<file path="src/rtl/bomb_timer_ctrl_pkg.sv">
// Shared types and defaults for the two-digit countdown sequencer.
// State codes are visible on the state port, so their values are fixed.
package bomb_timer_ctrl_pkg;

   typedef enum logic [2:0] {
      IDLE     = 3'd0,
      CONFIG   = 3'd1,
      RUN      = 3'd2,
      DEFUSED  = 3'd3,
      EXPLODED = 3'd4
   } stateT;

   localparam int TICK_DIV_DEF    = 100_000_000;
   localparam int MAX_STRIKES_DEF = 3;

   function automatic int prescWidth(input int div);
      return (div > 1) ? $clog2(div) : 1;
   endfunction

endpackage

</file>
<file path="src/rtl/bomb_timer_ctrl_rise_edge_det.sv">
// Rising-edge detector for a synchronous button level.
// History flop clears on reset, so a level held high through reset reads as a rise.
module rise_edge_det (
   input  logic clk,
   input  logic rst,
   input  logic sig,
   output logic rise
);

   logic prevSig;

   always_ff @(posedge clk or posedge rst) begin
      if (rst) prevSig <= 1'b0;
      else     prevSig <= sig;
   end

   assign rise = sig & ~prevSig;

endmodule

</file>
<file path="src/rtl/bomb_timer_ctrl.sv">
// Sequencer for the TEN/ONE countdown digit chain: configure, run,
// 1 Hz borrow tick, strike accounting and terminal defused/exploded states.
module bomb_timer_ctrl
   import bomb_timer_ctrl_pkg::*;
#(
   parameter int TICK_DIV    = TICK_DIV_DEF,
   parameter int MAX_STRIKES = MAX_STRIKES_DEF
) (
   input  logic       clk,
   input  logic       rst,
   input  logic       arm,
   input  logic       config_req,
   input  logic       defused,
   input  logic       strike,
   input  logic [3:0] count_ten,
   input  logic [3:0] count_one,
   output logic       reconfig_ten,
   output logic       reconfig_one,
   output logic       tick_one,
   output logic       top_no_borrow,
   output logic [2:0] state,
   output logic [1:0] strikes,
   output logic       exploded,
   output logic       defused_led
);

   localparam int PW = prescWidth(TICK_DIV);
   localparam logic [PW-1:0] TICK_LAST = PW'(TICK_DIV - 1);
   localparam logic [2:0] STRIKE_LIM = 3'(MAX_STRIKES);

   stateT stateQ, stateD;
   logic [PW-1:0] prescQ, prescD;
   logic [1:0] strikesQ, strikesD;
   logic recfgQ, recfgD;
   logic tickQ, tickD;
   logic explodedQ, defLedQ;
   logic armRise, cfgRise;
   logic countsZero, tickPoint, strikeLimit;

   rise_edge_det uArmEdge (
      .clk  (clk),
      .rst  (rst),
      .sig  (arm),
      .rise (armRise)
   );

   rise_edge_det uCfgEdge (
      .clk  (clk),
      .rst  (rst),
      .sig  (config_req),
      .rise (cfgRise)
   );

   // Invalid BCD (>9) is simply nonzero here.
   assign countsZero  = ({count_ten, count_one} == 8'h00);
   assign tickPoint   = (prescQ == TICK_LAST);
   assign strikeLimit = strike && (({1'b0, strikesQ} + 3'd1) >= STRIKE_LIM);

   always_comb begin
      stateD   = stateQ;
      prescD   = '0;
      strikesD = strikesQ;
      recfgD   = 1'b0;
      tickD    = 1'b0;
      case (stateQ)
         IDLE: begin
            if (cfgRise) begin
               stateD = CONFIG;
               recfgD = 1'b1;
            end else if (armRise && !countsZero) begin
               stateD = RUN;
            end
         end
         CONFIG: begin
            if (cfgRise) begin
               stateD = IDLE;
               recfgD = 1'b1;
            end
         end
         RUN: begin
            prescD = tickPoint ? '0 : prescQ + 1'b1;
            if (strike && !defused) begin
               strikesD = (strikesQ == 2'd3) ? 2'd3 : strikesQ + 2'd1;
            end
            // defused beats strike limit beats expiry
            if (defused) begin
               stateD = DEFUSED;
            end else if (strikeLimit) begin
               stateD = EXPLODED;
            end else if (tickPoint) begin
               if (countsZero) stateD = EXPLODED;
               else            tickD  = 1'b1;
            end
         end
         DEFUSED, EXPLODED: begin
            stateD = stateQ;
         end
         default: begin
            stateD = IDLE;
         end
      endcase
      if (stateD != RUN) prescD = '0;
   end

   always_ff @(posedge clk or posedge rst) begin
      if (rst) begin
         stateQ    <= IDLE;
         prescQ    <= '0;
         strikesQ  <= 2'd0;
         recfgQ    <= 1'b0;
         tickQ     <= 1'b0;
         explodedQ <= 1'b0;
         defLedQ   <= 1'b0;
      end else begin
         stateQ    <= stateD;
         prescQ    <= prescD;
         strikesQ  <= strikesD;
         recfgQ    <= recfgD;
         tickQ     <= tickD;
         explodedQ <= (stateD == EXPLODED);
         defLedQ   <= (stateD == DEFUSED);
      end
   end

   assign reconfig_ten  = recfgQ;
   assign reconfig_one  = recfgQ;
   assign tick_one      = tickQ;
   assign top_no_borrow = 1'b1;
   assign state         = stateQ;
   assign strikes       = strikesQ;
   assign exploded      = explodedQ;
   assign defused_led   = defLedQ;

endmodule
</file>
<file path="config.mk">
export PLATFORM = sky130hd
export DESIGN_NAME = bomb_timer_ctrl
export DESIGN_NICKNAME = d
export VERILOG_FILES = /design/src/rtl/bomb_timer_ctrl_pkg.sv /design/src/rtl/bomb_timer_ctrl_rise_edge_det.sv /design/src/rtl/bomb_timer_ctrl.sv
export SDC_FILE = /design/constraint.sdc
export NUM_CORES = 1
export LEC_CHECK = 0
export CAP_MARGIN = 20
export CORE_MARGIN = 5
export CORE_UTILIZATION = 58
export CTS_BUF_LIST = sky130_fd_sc_hd__clkbuf_4 sky130_fd_sc_hd__clkbuf_8
export DETAILED_ROUTE_END_ITERATION = 10
export PLACE_DENSITY = 0.83
export SYNTH_ARGS = -nofsm -noshare
export SYNTH_HDL_FRONTEND = slang
export SYNTH_SLANG_ARGS = --single-unit
</file>
<file path="constraint.sdc">
create_clock -name clk -period 3.3 [get_ports clk]
set_input_delay 0.825 -clock clk [delete_from_list [all_inputs] [get_ports clk]]
set_output_delay 0.825 -clock clk [all_outputs]
set_load 0.05 [all_outputs]
</file>
==> metrics <==
CP required=around 2.5 ns; first-pass GRT wire length=approximately 7.0 mm; vias per cell=about 6; Max Used Layer=met4; worst-margin pin slew=0.718 ns; DRC=0; CTS root buffer=clkbuf_4; CTS H-Tree Depth=2; pin count of the biggest net entering global routing=39; CP max FO=8; Fmax=between 300 and 400 MHz; Seq/Total Area, Yosys=50.6%; setup violators final=0; CP max-delay cell=clkdlybuf4s50_1; Die Ht=between 60 and 70 um; most common cell after layout, fill and taps aside=dfrtp_1; cell area after technology mapping=around 1900 um2; port buffer count=23; Placed Area=between 2000 and 2500 um2; CTS max path bufs=2; vias in the first global route=around 1,500; Core Footprint=approximately 3100 um2; CTS Hold Bufs=0; Post-Synthesis Net Count=about 210; clock slew at the register clock pins of the worst setup and hold paths=0.13 ns; Buf+Inv Stages, Crit Path=1; GR Util All Layers=a little over a fifth; initial antenna violation count=0; Initial DRT Pass Iterations=4; Static Leakage=approximately 0.85 nW; total vias in the final route=roughly 1,500; global route overflow=0; Yosys reg bits=38; syn_area_per_cell=9.74 um2; post-cts resize count=0; Final Hold Viols=0; Max stage delay on crit path=approximately 0.86 ns; family with the most delay on the worst path=buffers and inverters; Max-cap violations=0; highest-count cells in the layout ignoring fill and taps=dfrtp_1, nor2_1, clkdlybuf4s50_1, nand2_1, nand3_1; pwr/cell area=between 500 and 600 nW/um2; RSZ-0062 raised after global routing=false; Top Ports=25; Synth warnings=0; starting density of the core=roughly three fifths; Final nets=232; crit path capture type=output port; Post-Synthesis Cells=around 190; skew final=about 0.020 ns; Layout area overhead=17.0%; Peak VDD IR=roughly 0.37 mV; Worst-Skew Late Latency=between 0.3 and 0.4 ns; status=complete, no violations; Die X-Extent=66.9 um; cts bufs inserted=5; GPL Wtd Cong=between 0.8 and 0.9; metal1 wirelength=around 1.7 mm; routed len/inst=about 16 um; Cell Chain, Critical Path=clkdlybuf4s50_1; clock sink total=38; CTS tree=done; Met2 Wirelength=2.08 mm; Non-Filler Cell Area, Final=about 2200 um2; n_diodes=0; Cell Rows=20; min Tclk post-route=~2.6 ns; Netlist cell types=38; WHS=~0.5 ns; WL final=4.16 mm; DRT iter0 DRCs=about 110; critical path class=flop to output port; met3 wire len=~300 um; Final Max Slew Viols=0; Min-Delay Path Class=flop to flop; Final ANT Viol Nets=0; Die ar.=between 4000 and 5000 um2; crit path DAT=roughly 1.7 ns; Final period util=77.6%; postcts setup bufs=0; placed wire-length estimate=slightly above 3 mm; slew margin rel.=a little over half; startpoint class of the critical path=flop; layout cells sized above 1=a little under 6%; setup TNS=0 ns
[state kept, by name (all words and copies together), names as in the netlist]
signal	flops
prescQ	27
state	3
strikes	2
defused_led	1
exploded	1
reconfig_one	1
tick_one	1
uArmEdge.prevSig	1
uCfgEdge.prevSig	1
[synthesized netlist by cell type]
library cell,number,area share (%)
conb_1,1,0.20
or4_1,3,1.2
or2_2,1,0.33
xnor2_1,10,4.7
nor4_1,3,1.0
a21o_1,2,0.80
xor2_1,11,5.1
nand2_1,15,3.0
nor4_4,1,1.1
dfrtp_1,38,51
nor3_1,3,0.80
o21ai_0,1,0.27
a2bb2oi_1,2,0.93
nor4_2,1,0.67
a211o_1,1,0.47
nor2_1,35,7.0
nand4_1,8,2.7
mux2i_1,1,0.53
nor4bb_1,1,0.53
nand3b_1,1,0.40
buf_4,2,0.80
and4_1,3,1.4
ha_1,1,0.67
nand3_1,13,3.5
a311o_1,1,0.53
nand2b_1,3,1.0
clkbuf_1,2,0.40
a41o_1,1,0.53
a21oi_1,6,1.6
nor4b_1,1,0.47
or3_1,2,0.67
a31oi_1,2,0.67
inv_1,4,0.80
nand4_2,1,0.67
buf_2,3,0.80
and3_1,5,1.7
a211oi_1,2,0.80
nor3b_1,2,0.80
[report_power, final]
part / switching [mW] / internal (mW) / total, mW
clock network: 0.158 / 0.102 / 0.260
registers: 0.0386 / 0.499 / 0.538
logic: 0.210 / 0.102 / 0.312
total: 0.406 / 0.704 / 1.11
[cell families (layout without fill, tap and decap cells)]
kind of cell             count (synthesis)  after routing  share of synthesized area (%)
buffers and inverters                   11             36                           2.80
AO/OA/AOI/OAI                           18             18                           6.59
flip-flops                              38             38                           50.6
XOR/XNOR                                21             21                           9.79
adder cells (fa/ha/maj)                  1              1                          0.666
other                                    1              1                          0.200
multiplexers                             1              1                          0.533
AND/OR/NAND/NOR                        102            102                           28.8
[layout make-up]
type                    instances  area (um2)
clock buffers                   6        51.3
clock inverters                 2        12.5
fillers                       240         880
inverters                       4        15.0
multi-input cells             144         876
flip-flops and latches         38         951
well taps                      44        55.1
repair buffers                 24         238
[routing by layer]
metal | global-route usage, % | vias to the layer above
met5 | 0 | -
met1 | 24.1 | 742
met4 | 9.62 | 0
met3 | 5.73 | 8
li1 | - | 723
met2 | 36.1 | 59
[stage by stage]
step                utilization (%)  std cells  power (mW)  setup slack (ns)
finish                         71.4        262        1.11             0.740
floorplan                         -        193       0.747              1.46
global route                   71.4        262        1.16             0.687
global placement               69.3        254       0.845             0.834
detailed placement             69.3        254       0.857             0.718
CTS                            71.4        262        1.11             0.742
[worst paths after layout]
| path | start | to | slack (ns) | cells past startpoint |
|---|---|---|---|---|
| max | state[2]$_DFF_PP0_ | state[2] | 0.74 | 1 |
| min | prescQ[0]$_DFF_PP0_ | prescQ[0]$_DFF_PP0_ | 0.50 | 1 |
| max reg2reg | prescQ[8]$_DFF_PP0_ | prescQ[23]$_DFF_PP0_ | 0.90 | 5 |
| min reg2reg | prescQ[0]$_DFF_PP0_ | prescQ[0]$_DFF_PP0_ | 0.50 | 1 |
| max in group asynchronous | rst | prescQ[13]$_DFF_PP0_ | 2.09 | 3 |
| min in group asynchronous | rst | prescQ[16]$_DFF_PP0_ | 0.87 | 3 |
(Power assumes the default switching activity.)
